File: config.mk
export PLATFORM = sky130hd
export DESIGN_NAME = dtu_link
export DESIGN_NICKNAME = d
export VERILOG_FILES = /design/src/rtl/dtu_link.sv
export SDC_FILE = /design/constraint.sdc
export NUM_CORES = 1
export LEC_CHECK = 0
export ABC_CLOCK_PERIOD_IN_PS = 2260
export BUFFER_PORTS_ARGS = -buffer_cell sky130_fd_sc_hd__buf_2
export CORE_ASPECT_RATIO = 0.9
export CORE_MARGIN = 2
export CORE_UTILIZATION = 55
export CTS_CLUSTER_SIZE = 12
export DETAILED_ROUTE_END_ITERATION = 6
export PLACE_DENSITY = 0.79
export SLEW_MARGIN = 30
export SYNTH_ARGS = -nofsm -noshare
export SYNTH_HDL_FRONTEND = slang
export SYNTH_SLANG_ARGS = --single-unit
File: constraint.sdc
create_clock -name clk -period 2.26 [get_ports clk]
set_clock_uncertainty 0.1 [all_clocks]
set_input_delay 0.113 -clock clk [delete_from_list [all_inputs] [get_ports clk]]
set_output_delay 0.113 -clock clk [all_outputs]
set_load 0.05 [all_outputs]
File: src/rtl/dtu_link.sv
// dtu_link: parametrised asynchronous-serial link.
//   TX path : FIFO -> framer (start, DATA_W data bits LSB first, optional parity, stop bits).
//   RX path : 2-flop synchroniser -> mid-bit sampling receiver -> held output word with
//             ready/ack handshake, parity/framing error and overrun flags.
//   Bit timing comes from a shared tick divider; one bit = CLK_DIV*OVERSAMPLE clk cycles.
//
// Ports
//   clk, rst            system clock (rising edge), asynchronous active-high reset
//   en                  block enable; low freezes the tick divider and parks both FSMs in IDLE
//   loopback            receiver listens to tx_so instead of rx_si
//   tx_data/tx_valid    word to send, accepted when tx_valid & tx_ready
//   tx_ready            TX FIFO not full
//   tx_so               serial output, idle high
//   tx_busy             frame in progress or FIFO not empty
//   rx_si               serial input (asynchronous)
//   rx_ack              consumer has taken rx_data
//   rx_data/rx_ready    received word, held until rx_ack
//   rx_error            parity or framing error on the held word
//   rx_overrun          a frame completed while rx_ready was high and was dropped
//   rx_busy             receiver not IDLE
//
// TX FSM
//   state     | meaning
//   TX_IDLE   | line high, waits for a tick with the FIFO non-empty, pops the head word
//   TX_START  | start bit (low) for OVERSAMPLE ticks
//   TX_DATA   | DATA_W data bits, LSB first, OVERSAMPLE ticks each
//   TX_PARITY | parity bit for OVERSAMPLE ticks
//   TX_STOP   | line high for STOP_BITS*OVERSAMPLE ticks
//
// RX FSM
//   state     | meaning
//   RX_IDLE   | waits for a falling edge on the synchronised line
//   RX_START  | waits OVERSAMPLE/2 ticks, re-checks the line (high = false start)
//   RX_DATA   | samples DATA_W bits, one every OVERSAMPLE ticks
//   RX_PARITY | samples the parity bit
//   RX_STOP   | samples the first stop bit, then flags completion for one clock
module dtu_link #(
    parameter int DATA_W     = 8,
    parameter int CLK_DIV    = 8,
    parameter int OVERSAMPLE = 8,
    parameter int PARITY_EN  = 1,
    parameter int PARITY_ODD = 0,
    parameter int STOP_BITS  = 1,
    parameter int FIFO_DEPTH = 4
) (
    input  logic              clk,
    input  logic              rst,
    input  logic              en,
    input  logic              loopback,
    input  logic [DATA_W-1:0] tx_data,
    input  logic              tx_valid,
    output logic              tx_ready,
    output logic              tx_so,
    output logic              tx_busy,
    input  logic              rx_si,
    input  logic              rx_ack,
    output logic [DATA_W-1:0] rx_data,
    output logic              rx_ready,
    output logic              rx_error,
    output logic              rx_overrun,
    output logic              rx_busy
);

    localparam int PTR_W  = $clog2(FIFO_DEPTH);
    localparam int DIV_W  = (CLK_DIV > 1) ? $clog2(CLK_DIV) : 1;
    localparam int TCNT_W = $clog2(STOP_BITS * OVERSAMPLE) + 1;
    localparam int BCNT_W = (DATA_W > 1) ? $clog2(DATA_W) : 1;
    localparam logic [DATA_W-1:0] DATA_MSB = DATA_W'(1) << (DATA_W - 1);

    // ---------------- tick divider ----------------
    logic [DIV_W-1:0] div_cnt;
    logic             tick;

    assign tick = en && (div_cnt == DIV_W'(CLK_DIV - 1));

    always_ff @(posedge clk or posedge rst) begin
        if (rst) begin
            div_cnt <= '0;
        end else if (en) begin
            div_cnt <= (div_cnt == DIV_W'(CLK_DIV - 1)) ? '0 : div_cnt + 1'b1;
        end
    end

    // ---------------- TX FIFO ----------------
    // Pointers carry one extra wrap bit so full and empty are distinguishable.
    logic [DATA_W-1:0] fifo_mem [FIFO_DEPTH];
    logic [PTR_W:0]    wr_ptr, rd_ptr;
    logic              fifo_empty, fifo_full, fifo_push, tx_pop;
    logic [DATA_W-1:0] fifo_head;

    assign fifo_empty = (wr_ptr == rd_ptr);
    assign fifo_full  = (wr_ptr[PTR_W] != rd_ptr[PTR_W]) &&
                        (wr_ptr[PTR_W-1:0] == rd_ptr[PTR_W-1:0]);
    assign fifo_push  = tx_valid && !fifo_full;
    assign fifo_head  = fifo_mem[rd_ptr[PTR_W-1:0]];
    assign tx_ready   = !fifo_full;

    always_ff @(posedge clk) begin
        if (fifo_push) begin
            fifo_mem[wr_ptr[PTR_W-1:0]] <= tx_data;
        end
    end

    always_ff @(posedge clk or posedge rst) begin
        if (rst) begin
            wr_ptr <= '0;
            rd_ptr <= '0;
        end else begin
            if (fifo_push) wr_ptr <= wr_ptr + 1'b1;
            if (tx_pop)    rd_ptr <= rd_ptr + 1'b1;
        end
    end

    // ---------------- TX FSM ----------------
    typedef enum logic [2:0] {
        TX_IDLE, TX_START, TX_DATA, TX_PARITY, TX_STOP
    } tx_state_t;

    tx_state_t         tx_state;
    logic [DATA_W-1:0] tx_sh, tx_sh_nxt;
    logic              tx_par;
    logic [TCNT_W-1:0] tx_tcnt;
    logic [BCNT_W-1:0] tx_bcnt;

    assign tx_pop    = (tx_state == TX_IDLE) && tick && !fifo_empty;
    assign tx_sh_nxt = tx_sh >> 1;
    assign tx_busy   = (tx_state != TX_IDLE) || !fifo_empty;

    always_ff @(posedge clk or posedge rst) begin
        if (rst) begin
            tx_state <= TX_IDLE;
            tx_so    <= 1'b1;
            tx_sh    <= '0;
            tx_par   <= 1'b0;
            tx_tcnt  <= '0;
            tx_bcnt  <= '0;
        end else if (!en) begin
            tx_state <= TX_IDLE;
            tx_so    <= 1'b1;
        end else begin
            case (tx_state)
                TX_IDLE: begin
                    tx_so <= 1'b1;
                    if (tx_pop) begin
                        tx_sh    <= fifo_head;
                        tx_par   <= (PARITY_ODD != 0) ? ~^fifo_head : ^fifo_head;
                        tx_tcnt  <= TCNT_W'(OVERSAMPLE - 1);
                        tx_so    <= 1'b0;
                        tx_state <= TX_START;
                    end
                end
                TX_START: begin
                    if (tick) begin
                        if (tx_tcnt == '0) begin
                            tx_tcnt  <= TCNT_W'(OVERSAMPLE - 1);
                            tx_bcnt  <= BCNT_W'(DATA_W - 1);
                            tx_so    <= tx_sh[0];
                            tx_state <= TX_DATA;
                        end else begin
                            tx_tcnt <= tx_tcnt - 1'b1;
                        end
                    end
                end
                TX_DATA: begin
                    if (tick) begin
                        if (tx_tcnt == '0) begin
                            tx_tcnt <= TCNT_W'(OVERSAMPLE - 1);
                            if (tx_bcnt == '0) begin
                                if (PARITY_EN != 0) begin
                                    tx_so    <= tx_par;
                                    tx_state <= TX_PARITY;
                                end else begin
                                    tx_so    <= 1'b1;
                                    tx_tcnt  <= TCNT_W'(STOP_BITS * OVERSAMPLE - 1);
                                    tx_state <= TX_STOP;
                                end
                            end else begin
                                tx_bcnt <= tx_bcnt - 1'b1;
                                tx_sh   <= tx_sh_nxt;
                                tx_so   <= tx_sh_nxt[0];
                            end
                        end else begin
                            tx_tcnt <= tx_tcnt - 1'b1;
                        end
                    end
                end
                TX_PARITY: begin
                    if (tick) begin
                        if (tx_tcnt == '0) begin
                            tx_so    <= 1'b1;
                            tx_tcnt  <= TCNT_W'(STOP_BITS * OVERSAMPLE - 1);
                            tx_state <= TX_STOP;
                        end else begin
                            tx_tcnt <= tx_tcnt - 1'b1;
                        end
                    end
                end
                TX_STOP: begin
                    if (tick) begin
                        if (tx_tcnt == '0) begin
                            tx_state <= TX_IDLE;
                        end else begin
                            tx_tcnt <= tx_tcnt - 1'b1;
                        end
                    end
                end
                default: begin
                    tx_state <= TX_IDLE;
                    tx_so    <= 1'b1;
                end
            endcase
        end
    end

    // ---------------- RX input conditioning ----------------
    logic [1:0] rx_sync;
    logic       rx_s, rx_prev, rx_fall;

    assign rx_s    = rx_sync[1];
    // Edge (not level) start detection: after a framing error with the line stuck low,
    // the line must go high again before a new start is accepted.
    assign rx_fall = rx_prev && !rx_s;

    always_ff @(posedge clk or posedge rst) begin
        if (rst) begin
            rx_sync <= 2'b11;
            rx_prev <= 1'b1;
        end else begin
            rx_sync <= {rx_sync[0], loopback ? tx_so : rx_si};
            rx_prev <= rx_s;
        end
    end

    // ---------------- RX FSM ----------------
    typedef enum logic [2:0] {
        RX_IDLE, RX_START, RX_DATA, RX_PARITY, RX_STOP
    } rx_state_t;

    rx_state_t         rx_state;
    logic [DATA_W-1:0] rx_sh;
    logic              rx_par_bit, rx_stop_bit, rx_done;
    logic [TCNT_W-1:0] rx_tcnt;
    logic [BCNT_W-1:0] rx_bcnt;
    logic              rx_par_exp, rx_frame_err;

    assign rx_busy      = (rx_state != RX_IDLE);
    assign rx_par_exp   = (PARITY_ODD != 0) ? ~^rx_sh : ^rx_sh;
    assign rx_frame_err = ((PARITY_EN != 0) && (rx_par_bit != rx_par_exp)) || !rx_stop_bit;

    always_ff @(posedge clk or posedge rst) begin
        if (rst) begin
            rx_state    <= RX_IDLE;
            rx_sh       <= '0;
            rx_par_bit  <= 1'b0;
            rx_stop_bit <= 1'b1;
            rx_done     <= 1'b0;
            rx_tcnt     <= '0;
            rx_bcnt     <= '0;
        end else begin
            rx_done <= 1'b0;
            if (!en) begin
                rx_state <= RX_IDLE;
            end else begin
                case (rx_state)
                    RX_IDLE: begin
                        if (rx_fall) begin
                            rx_tcnt  <= TCNT_W'(OVERSAMPLE / 2 - 1);
                            rx_state <= RX_START;
                        end
                    end
                    RX_START: begin
                        if (tick) begin
                            if (rx_tcnt == '0) begin
                                if (rx_s) begin
                                    rx_state <= RX_IDLE;
                                end else begin
                                    rx_tcnt  <= TCNT_W'(OVERSAMPLE - 1);
                                    rx_bcnt  <= BCNT_W'(DATA_W - 1);
                                    rx_state <= RX_DATA;
                                end
                            end else begin
                                rx_tcnt <= rx_tcnt - 1'b1;
                            end
                        end
                    end
                    RX_DATA: begin
                        if (tick) begin
                            if (rx_tcnt == '0) begin
                                rx_sh   <= (rx_sh >> 1) | (rx_s ? DATA_MSB : '0);
                                rx_tcnt <= TCNT_W'(OVERSAMPLE - 1);
                                if (rx_bcnt == '0) begin
                                    rx_state <= (PARITY_EN != 0) ? RX_PARITY : RX_STOP;
                                end else begin
                                    rx_bcnt <= rx_bcnt - 1'b1;
                                end
                            end else begin
                                rx_tcnt <= rx_tcnt - 1'b1;
                            end
                        end
                    end
                    RX_PARITY: begin
                        if (tick) begin
                            if (rx_tcnt == '0) begin
                                rx_par_bit <= rx_s;
                                rx_tcnt    <= TCNT_W'(OVERSAMPLE - 1);
                                rx_state   <= RX_STOP;
                            end else begin
                                rx_tcnt <= rx_tcnt - 1'b1;
                            end
                        end
                    end
                    RX_STOP: begin
                        if (tick) begin
                            if (rx_tcnt == '0) begin
                                rx_stop_bit <= rx_s;
                                rx_done     <= 1'b1;
                                rx_state    <= RX_IDLE;
                            end else begin
                                rx_tcnt <= rx_tcnt - 1'b1;
                            end
                        end
                    end
                    default: rx_state <= RX_IDLE;
                endcase
            end
        end
    end

    // ---------------- RX output handshake ----------------
    // An ack landing in the completion cycle frees the holding register for the new word.
    always_ff @(posedge clk or posedge rst) begin
        if (rst) begin
            rx_data    <= '0;
            rx_ready   <= 1'b0;
            rx_error   <= 1'b0;
            rx_overrun <= 1'b0;
        end else if (rx_done) begin
            if (!rx_ready || rx_ack) begin
                rx_data  <= rx_sh;
                rx_ready <= 1'b1;
                rx_error <= rx_frame_err;
            end else begin
                rx_overrun <= 1'b1;
            end
        end else if (rx_ack) begin
            rx_ready   <= 1'b0;
            rx_error   <= 1'b0;
            rx_overrun <= 1'b0;
        end
    end

endmodule

==> key figures, run 1 <==
Global routing
  – Antenna violations before repair: 0
  – Vias in the first global route: around 2,900
  – First-pass GRT wire length: around 13 mm
  – Overflow after GRT: 0
  – Largest net degree at the start of global routing: 39
  – Total GRT Usage: ~18%

Setup path
  – Top Family by Delay on Critical Path: simple AND/OR/NAND/NOR gates
  – Crit-path cells: inv_1 > ha_1 > nor3b_2 > nand3_1 > nor2_4 > mux2_2
  – Crit path largest cell delay: between 0.4 and 0.5 ns
  – Worst Setup End Kind: flop
  – Startpoint type of the worst setup path: flop
  – Reg-to-Reg Start: rx_tcnt[0]
  – CP max-delay cell: dfrtp_1
  – Critical path launch point: rx_tcnt[0]
  – Worst-path fanout max: 8
  – Worst path buffer plus inverter count: 1
  – Worst EP arrival: ~2.2 ns
  – CP Class: reg -> reg
  – Worst path required time: roughly 2.4 ns

Clock tree
  – Clk sinks: 96
  – Worst-path clk slew: approximately 0.10 ns
  – Root buffer cell: clkbuf_8
  – CTS HTree Levels: 3
  – CTS tree: built
  – Worst-Skew Late Latency: between 0.3 and 0.4 ns
  – Clock tree buffer depth: 2
  – CTS Buf Count: 9

Detailed routing
  – Post-DRT Antenna Nets: 0
  – Vias per cell: around 5.5
  – DRT iter0 DRCs: between 90 and 100
  – Routed Wire Length: 7.458 mm
  – Vias post-DR: around 2,800
  – First-pass DRT Iterations: 6
  – Drt drc: 0
  – WL/cell: ~15 um

Power and ir drop
  – Post-layout power: around 5.3 mW
  – Proportion of power drawn by combinational gates: roughly a third
  – Clock power share: 21.8%
  – Reported net switching power: 1.723 mW
  – Internal: 3.539 mW
  – Switching Share: roughly a third
  – Sequential share of power: 45.2%
  – Pwr dens: slightly above 1000 mW/mm^2
  – Leakage power: 2.250 nW
  – Worst IR Drop VDD: around 750 uV

STA
  – Slew HR: between 60% and 70%
  – RSZ-0062 raised after global routing: false
  – Slew @ Worst Pin: 0.5585 ns
  – WHS: roughly 0.03 ns
  – Final worst slack: around 0.18 ns
  – Max-slew violations: 0
  – Final setup fails: 0
  – Tcrit/Tclk final: between 90% and 100%
  – Setup TNS Final: 0 ns
  – Fmax achieved: about 480 MHz
  – Tmin final: 2.081 ns
  – Final hold vios: 0

Final layout
  – Final Cell Area: 0.005172 mm^2
  – Diodes inserted: 0
  – Nets: 438
  – Syn-to-layout area delta: 13.51%
  – Core Util, Final: approximately 64%
  – Layout cells sized above 1: between 20% and 30%
  – Layout Cells excl Fill: about 510
  – Commonest non-fill, non-tap cell in the layout: dfrtp_1
  – Most frequent cells in the layout: 59 x dfrtp_1, 40 x nand2_1, 32 x edfxtp_1, 31 x mux2_2, 29 x buf_2

Floorplanning
  – # IOs: 30
  – Die Ht: 90.35 um
  – Starting Density: a little under three fifths
  – CORE AREA: 0.008029 mm^2
  – Total die area: between 0.009 and 0.01 mm^2
  – Core Rows: 31
  – Die W: 99.95 um

Synth
  – Synthesis Warnings: 0
  – Register area share after synthesis: 56.37%
  – Mapped Avg Cell Area: 12.66 um^2
  – Yosys reg bits: 96
  – Top_reg_cell synth: dfrtp_1
  – Number of library cell types mapped by synthesis: 61
  – Post-synth EDFFs: 32
  – Synth Instances: 360
  – Mapped Nets: around 390
  – Cell Area, Synth: 0.004557 mm^2
  – Asr flop ratio synth: 66.67%

Placement
  – HPWL after detailed placement: 5.233 mm
  – Buffers on Ports: 29
  – GPL Wtd Cong: around 0.75
  – Post-Place Cells: ~490
  – Post-Place Cell Area: ~0.0048 mm^2
  – Post-Place Worst Slack: 0.1190 ns

Run
  – Max-cap viol count: 0

Outcome
  – Status: finished clean

Hold path
  – Hold Path Class: in -> reg
  – HP Start: tx_valid
-- tightest hold or removal path, cell delays in order --
cell and delay [ns]:
buf_2 0.10, and2_1 0.17, xnor2_1 0.07
-- final timing paths --
check	to	slack, ns	depth (start not counted)
worst max-delay path	rx_sh[5]	0.18	6
worst min-delay path	wr_ptr[0]	0.03	3
worst max register to register	rx_sh[5]	0.18	6
worst min register to register	rx_sync[1]	0.27	0
max in group asynchronous	rx_prev	1.15	4
min in group asynchronous	rx_state[0]	0.24	3
-- cell type report --
type	count	area (um^2)
clock buffer	11	141.4
clock inverter	5	61.31
fill	604	2856
inverter	16	60.06
multi-input combinational	238	1879
sequential	96	2569
tap	99	123.9
timing repair buffer	49	337.8
-- power by group through the flow --
stage                     clock (mW)  sequential, mW  combinational (mW)
after detailed placement           0            2.42                1.73
final                           1.15            2.38                1.73
after global placement             0            2.39                1.68
after CTS                       1.18            2.38                1.76
after global routing            1.23            2.43                1.92
after floorplan                    0            2.36                1.42
-- metal layers --
| layer | track usage (%) | wire, um | vias to the layer above |
|---|---|---|---|
| met2 | 31.48 | 3771 | 41 |
| li1 | - | - | 1384 |
| met3 | 4.412 | 218 | 10 |
| met4 | 5.251 | 100 | 0 |
| met5 | 0 | 0 | - |
| met1 | 23.20 | 3367 | 1384 |
-- registers in the layout, indices dropped and copies added (netlist names), 2 cells and up --
name / flops
tx_sh: 8
rx_sh: 8
div_cnt: 3
wr_ptr: 3
fifo_mem: 32
rx_tcnt: 4
rx_sync: 2
rd_ptr: 3
tx_state: 3
rx_bcnt: 3
rx_state: 3
tx_tcnt: 4
rx_data: 8
tx_bcnt: 3
-- cell families after synthesis --
| family | after synthesis | synth area share, % |
|---|---|---|
| AOI/OAI and AO/OA | 43 | 6.398 |
| and+or+nand+nor | 113 | 13.32 |
| xor gates and xnor gates | 24 | 4.915 |
| muxes | 45 | 12.93 |
| adders and majority gates | 13 | 3.570 |
| DFF | 96 | 56.37 |
| buffers and inverters | 26 | 2.498 |
-- cell usage after synthesis, types with 2 or more instances --
cell	count	area share, %
and3_1	5	0.69
clkbuf_1	3	0.25
or4_1	2	0.33
edfxtp_1	32	21
nor3_1	2	0.22
nor2_1	17	1.4
and2_1	3	0.41
a21boi_0	2	0.33
o21a_1	2	0.33
a31oi_1	3	0.41
nor3b_1	3	0.49
mux2_2	31	7.7
mux4_2	8	4.0
dfstp_2	5	2.9
or3_1	3	0.41
mux2i_1	6	1.3
nand2b_1	8	1.1
o21ai_0	9	0.99
nand3_1	8	0.88
buf_2	3	0.33
a21oi_1	12	1.3
xor2_1	4	0.77
ha_1	13	3.6
inv_1	16	1.3
nand2_1	40	3.3
nand4_1	2	0.27
nand3b_1	4	0.66
nor2b_1	5	0.69
xnor2_1	19	3.7
dfrtp_1	59	32
-- timing repair --
action                                  CTS  global route
endpoints found under the setup margin    0             8
resized for setup                         0             1
hold buffers                             12             0
setup buffers                             0             0
hold endpoints to repair                 59             0
Power figures use the tool's default switching activity.
==> run 2, diff against run 1 <==
Settings changed: CORE_MARGIN 2 to default.
==> key figures, run 2 (same netlist as run 1, synthesis figures left out) <==
Final layout
  – Nets: around 440
  – Diodes inserted: 0
  – Filler cells: 615
  – Layout cells sized above 1: between 20% and 30%
  – Register area: between 0.002 and 0.003 mm^2
  – Most frequent cells in the layout: 59 x dfrtp_1, 40 x nand2_1, 32 x edfxtp_1, 31 x mux2_2, 29 x buf_2
  – Commonest non-fill, non-tap cell in the layout: dfrtp_1
  – Max FFs per register: 32
  – Syn-to-layout area delta: 13.76%
  – Area of the multi-input gates: 0.001879 mm^2

Global routing
  – Total GRT Usage: between 10% and 20%
  – Largest net degree at the start of global routing: 39
  – Antenna violations before repair: 0
  – GR Util met1: about 22%
  – Vias in the first global route: between 2,000 and 3,000
  – First-pass GRT wire length: 12.39 mm
  – Overflow after GRT: 0
  – Routing usage on met3: about 4.8%
  – GR peak layer: met2
  – Met2 Resource Use GR: between 30% and 40%

Power and ir drop
  – Post-layout power: 5.258 mW
  – Worst IR Drop VDD: between 800 and 900 uV
  – Pwr dens: approximately 1000 mW/mm^2
  – Leakage power: 2.259 nW

STA
  – Final setup fails: 0
  – Setup TNS Final: 0 ns
  – Tmin final: about 2.1 ns
  – RSZ-0062 raised after global routing: false
  – Tcrit/Tclk final: 92.12%
  – Max-slew violations: 0
  – Final hold vios: 0
  – Fmax achieved: between 400 and 500 MHz
  – Slew HR: between 60% and 70%
  – Slew @ Worst Pin: around 0.58 ns

Clock tree
  – Clock tree buffer depth: 2
  – Worst-Skew Late Latency: approximately 0.36 ns
  – CTS HTree Levels: 3
  – CTS tree: built
  – Worst-path clk slew: around 0.10 ns
  – Root buffer cell: clkbuf_8
  – CTS Buf Count: 9
  – Clk sinks: 96

Detailed routing
  – Post-DRT Antenna Nets: 0
  – WL/cell: ~14 um
  – Routed Wire Length: between 7 and 8 mm
  – DRT iter0 DRCs: 144
  – Vias post-DR: around 2,800
  – Drt drc: 3
  – First-pass DRT Iterations: 6
  – Vias per cell: 5.410

Setup path
  – Worst Setup End Kind: flop
  – Worst EP arrival: 2.23 ns
  – CP Class: reg -> reg
  – Worst-path fanout max: 8
  – Crit path largest cell delay: roughly 0.42 ns
  – Crit-path cells: inv_1 > ha_1 > nor3b_2 > nand3_1 > nor2_4 > mux2_2
  – CP max-delay cell: dfrtp_1
  – Startpoint type of the worst setup path: flop
  – Worst path required time: roughly 2.4 ns
  – Worst path buffer plus inverter count: 1
  – Top Family by Delay on Critical Path: simple AND/OR/NAND/NOR gates

Floorplanning
  – CORE AREA: approximately 0.0080 mm^2
  – Die Ht: 88.35 um
  – Total die area: just under 0.009 mm^2
  – Core Rows: 31
  – # IOs: 30
  – Starting Density: between 50% and 60%
  – Die W: 97.95 um

Hold path
  – Hold Path Class: in -> reg

Outcome
  – Status: finished with violations
  – Violated checks: design-rule violations

Placement
  – HPWL after detailed placement: ~5 mm
  – Buffers on Ports: 29
  – GPL Wtd Cong: ~0.76

Run
  – Max-cap viol count: 0
[run 2: area by class of cell]
class,count,area share [%]
inverter,16,1.159
sequential,96,49.55
clock buffer,9,2.390
clock inverter,7,1.593
timing repair buffer,50,6.662
multi-input combinational,238,36.25
tap,99,2.390
[run 2: worst paths after layout]
check | startpoint | endpoint | slack (ns) | depth (start not counted)
worst max-delay path | rx_tcnt[0] | rx_sh[6] | 0.18 | 6
worst min-delay path | tx_valid | wr_ptr[0] | 0.03 | 3
worst max register to register | rx_tcnt[0] | rx_sh[6] | 0.18 | 6
worst min register to register | rx_sync[0] | rx_sync[1] | 0.26 | 0
max in group asynchronous | rst | rx_prev | 1.13 | 4
min in group asynchronous | rst | rx_data[3] | 0.26 | 3
[run 2: worst reg2reg max path, delay by kind of cell, from the launching register on]
family	cells	cell delay (ns)
multiplexers	1	0.37
flip-flops	1	0.42
adder cells (fa/ha/maj)	1	0.15
buffers and inverters	1	0.07
AND/OR/NAND/NOR	3	0.85
[run 2: report_power, final]
part           internal, mW  total, mW  switching (mW)
Sequential             2.17       2.38           0.212
Clock                 0.535       1.15           0.617
Combinational         0.822       1.73           0.903
[run 2: routing by layer]
metal | wire length [um] | vias up
met5 | 0 | -
met2 | 3534 | 39
li1 | - | 1387
met1 | 3467 | 1348
met4 | 109 | 0
met3 | 197 | 12
[run 2: metrics by stage]
step	cell area, um^2	setup WS (ns)	hold slack [ns]	instances	utilization (%)
detailed placement	4852	0.1265	0.1049	487	60.43
CTS	5179	0.1110	0.01439	515	64.50
floorplan	4557	0.1130	0.1119	360	-
finish	5184	0.1781	0.03054	515	64.56
global placement	4852	0.1865	0.09103	487	60.43
global route	5184	0.03691	0.03001	515	64.56
[run 2: timing repair]
item | in CTS | in global routing
hold buffers | 12 | 0
setup buffers | 0 | 0
gates resized for setup | 0 | 1
endpoints found under the hold margin | 59 | 0
endpoints found under the setup margin | 0 | 8
==> run 3, diff against run 2 <==
--- a/config.mk
+++ b/config.mk
@@ -7,3 +7,3 @@
 export LEC_CHECK = 0
-export ABC_CLOCK_PERIOD_IN_PS = 2260
+export ABC_CLOCK_PERIOD_IN_PS = 2600
 export BUFFER_PORTS_ARGS = -buffer_cell sky130_fd_sc_hd__buf_2
==> constraint.sdc (replaced) <==
create_clock -name clk -period 2.6 [get_ports clk]
set_clock_uncertainty 0.1 [all_clocks]
set_input_delay 0.13 -clock clk [delete_from_list [all_inputs] [get_ports clk]]
set_output_delay 0.13 -clock clk [all_outputs]
set_load 0.005 [all_outputs]
==> key figures, run 3 (same netlist as run 1, synthesis figures left out) <==
Clock tree
  – Clk sinks: 96
  – CTS tree: built
  – CTS Hold Buffers Added: 12
  – Post-CTS setup buffers: 0
  – CTS Buf Count: 9
  – Root buffer cell: clkbuf_8
  – Clock tree buffer depth: 2
  – Worst-Skew Late Latency: approximately 0.36 ns
  – Post-cts sizing count: 0
  – CTS HTree Levels: 3
  – Worst-path clk slew: around 0.1 ns

STA
  – Tcrit/Tclk final: a little over four fifths
  – Final setup fails: 0
  – RSZ-0062 raised after global routing: false
  – Max-slew violations: 0
  – Setup TNS Final: 0 ns
  – Slew @ Worst Pin: about 0.64 ns
  – Tmin final: 2.187 ns
  – Fmax achieved: roughly 460 MHz
  – Final hold vios: 0
  – WHS: 0.04725 ns
  – Slew HR: ~57%
  – Final worst slack: just over 0.4 ns

Detailed routing
  – Vias per cell: ~5.4
  – DRT iter0 DRCs: ~120
  – Routed Wire Length: 7.091 mm
  – Vias post-DR: ~2,800
  – Drt drc: 3
  – WL/cell: 13.93 um
  – Post-DRT Antenna Nets: 0
  – First-pass DRT Iterations: 6

Placement
  – Buffers on Ports: 29
  – Post-Place Worst Slack: about 0.42 ns
  – HPWL after detailed placement: 5.098 mm
  – GPL Wtd Cong: slightly below 0.8
  – Post-Place Cell Area: between 0.004 and 0.005 mm^2

Setup path
  – CP max-delay cell: dfrtp_1
  – Worst path buffer plus inverter count: 1
  – Crit path largest cell delay: between 0.4 and 0.5 ns
  – Top Family by Delay on Critical Path: simple AND/OR/NAND/NOR gates
  – Worst-path fanout max: 8
  – Worst EP arrival: about 2.3 ns
  – Startpoint type of the worst setup path: flop
  – Worst path required time: about 2.7 ns
  – Crit-path cells: inv_1 > ha_1 > nor3b_2 > nand3_1 > nor2_2 > mux2_2
  – CP Class: reg -> reg
  – Worst Setup End Kind: flop

Outcome
  – Violated checks: design-rule violations
  – Status: finished with violations

Hold path
  – Hold Path Class: in -> reg

Global routing
  – First-pass GRT wire length: about 13 mm
  – Total GRT Usage: between 10% and 20%
  – Routing usage on met3: between 4 and 5%
  – GR Util met1: 21.99%
  – Met2 Resource Use GR: approximately a third
  – Vias in the first global route: around 2,900
  – Antenna violations before repair: 0
  – GR peak layer: met2
  – Largest net degree at the start of global routing: 36
  – Overflow after GRT: 0

Power and ir drop
  – Pwr dens: around 850 mW/mm^2
  – Worst IR Drop VDD: between 500 and 600 uV
  – Leakage power: about 2.2 nW

Floorplanning
  – Die Ht: roughly 88 um
  – Starting Density: a little under three fifths
  – Total die area: just under 0.009 mm^2
  – # IOs: 30
  – CORE AREA: 0.008029 mm^2
  – Die W: roughly 98 um
  – Core Rows: 31

Final layout
  – Commonest non-fill, non-tap cell in the layout: dfrtp_1
  – Layout cells sized above 1: about 26%
  – Max FFs per register: 32
  – Diodes inserted: 0
  – Final Cell Area: a little over 0.005 mm^2
  – Area of the multi-input gates: about 0.0019 mm^2
  – Most frequent cells in the layout: 59 x dfrtp_1, 40 x nand2_1, 32 x edfxtp_1, 31 x mux2_2, 29 x buf_2
  – Register area: 0.002569 mm^2
  – Nets: approximately 430
  – Syn-to-layout area delta: 12.14%
  – Filler cells: 616

Run
  – Max-cap viol count: 0
==> run 3: where the power goes <==
part	internal (mW)	switching (mW)
Combinational	0.694	0.650
Clock	0.365	0.544
Sequential	1.88	0.207
Total	2.94	1.40
==> run 3: worst reg2reg max path: cells and delay by family, from the launching register on <==
kind                       cells  cell delay, ns
and+or+nand+nor                3            0.89
buffers and inverters          1            0.08
adders and majority gates      1            0.17
DFF                            1            0.44
muxes                          1            0.38
==> run 3: cell type report <==
type	instances	area share, %
multi-input cells	238	36.68
flip-flops and latches	96	50.27
clock buffers	9	2.424
clock inverters	7	1.151
repair buffers	44	5.877
well taps	99	2.424
inverters	16	1.175
==> run 3: path summary, 6_finish.rpt <==
path / startpoint / end / slack (ns) / cells after the start
min reg2reg: rx_sync[0] / rx_sync[1] / 0.26 / 0
max reg2reg: rx_tcnt[0] / rx_sh[4] / 0.41 / 6
min: en / rx_state[2] / 0.05 / 2
min in group asynchronous: rst / tx_sh[5] / 0.29 / 3
max: rx_tcnt[0] / rx_sh[4] / 0.41 / 6
max in group asynchronous: rst / rx_stop_bit / 1.44 / 4
==> run 3: per-stage QoR <==
step,util (%),power [mW],cells
2_1_floorplan,-,3.184,360
3_3_place_gp,59.87,3.423,481
3_5_place_dp,59.87,3.476,481
4_1_cts,63.64,4.399,509
5_1_grt,63.64,4.644,509
6_report,63.64,4.346,509
==> run 3: per-layer routing <==
metal  wire length (um)  up-vias
met1               3215     1322
li1                   -     1378
met5                  0        -
met2               3571       51
met3                232        8
met4                 72        0
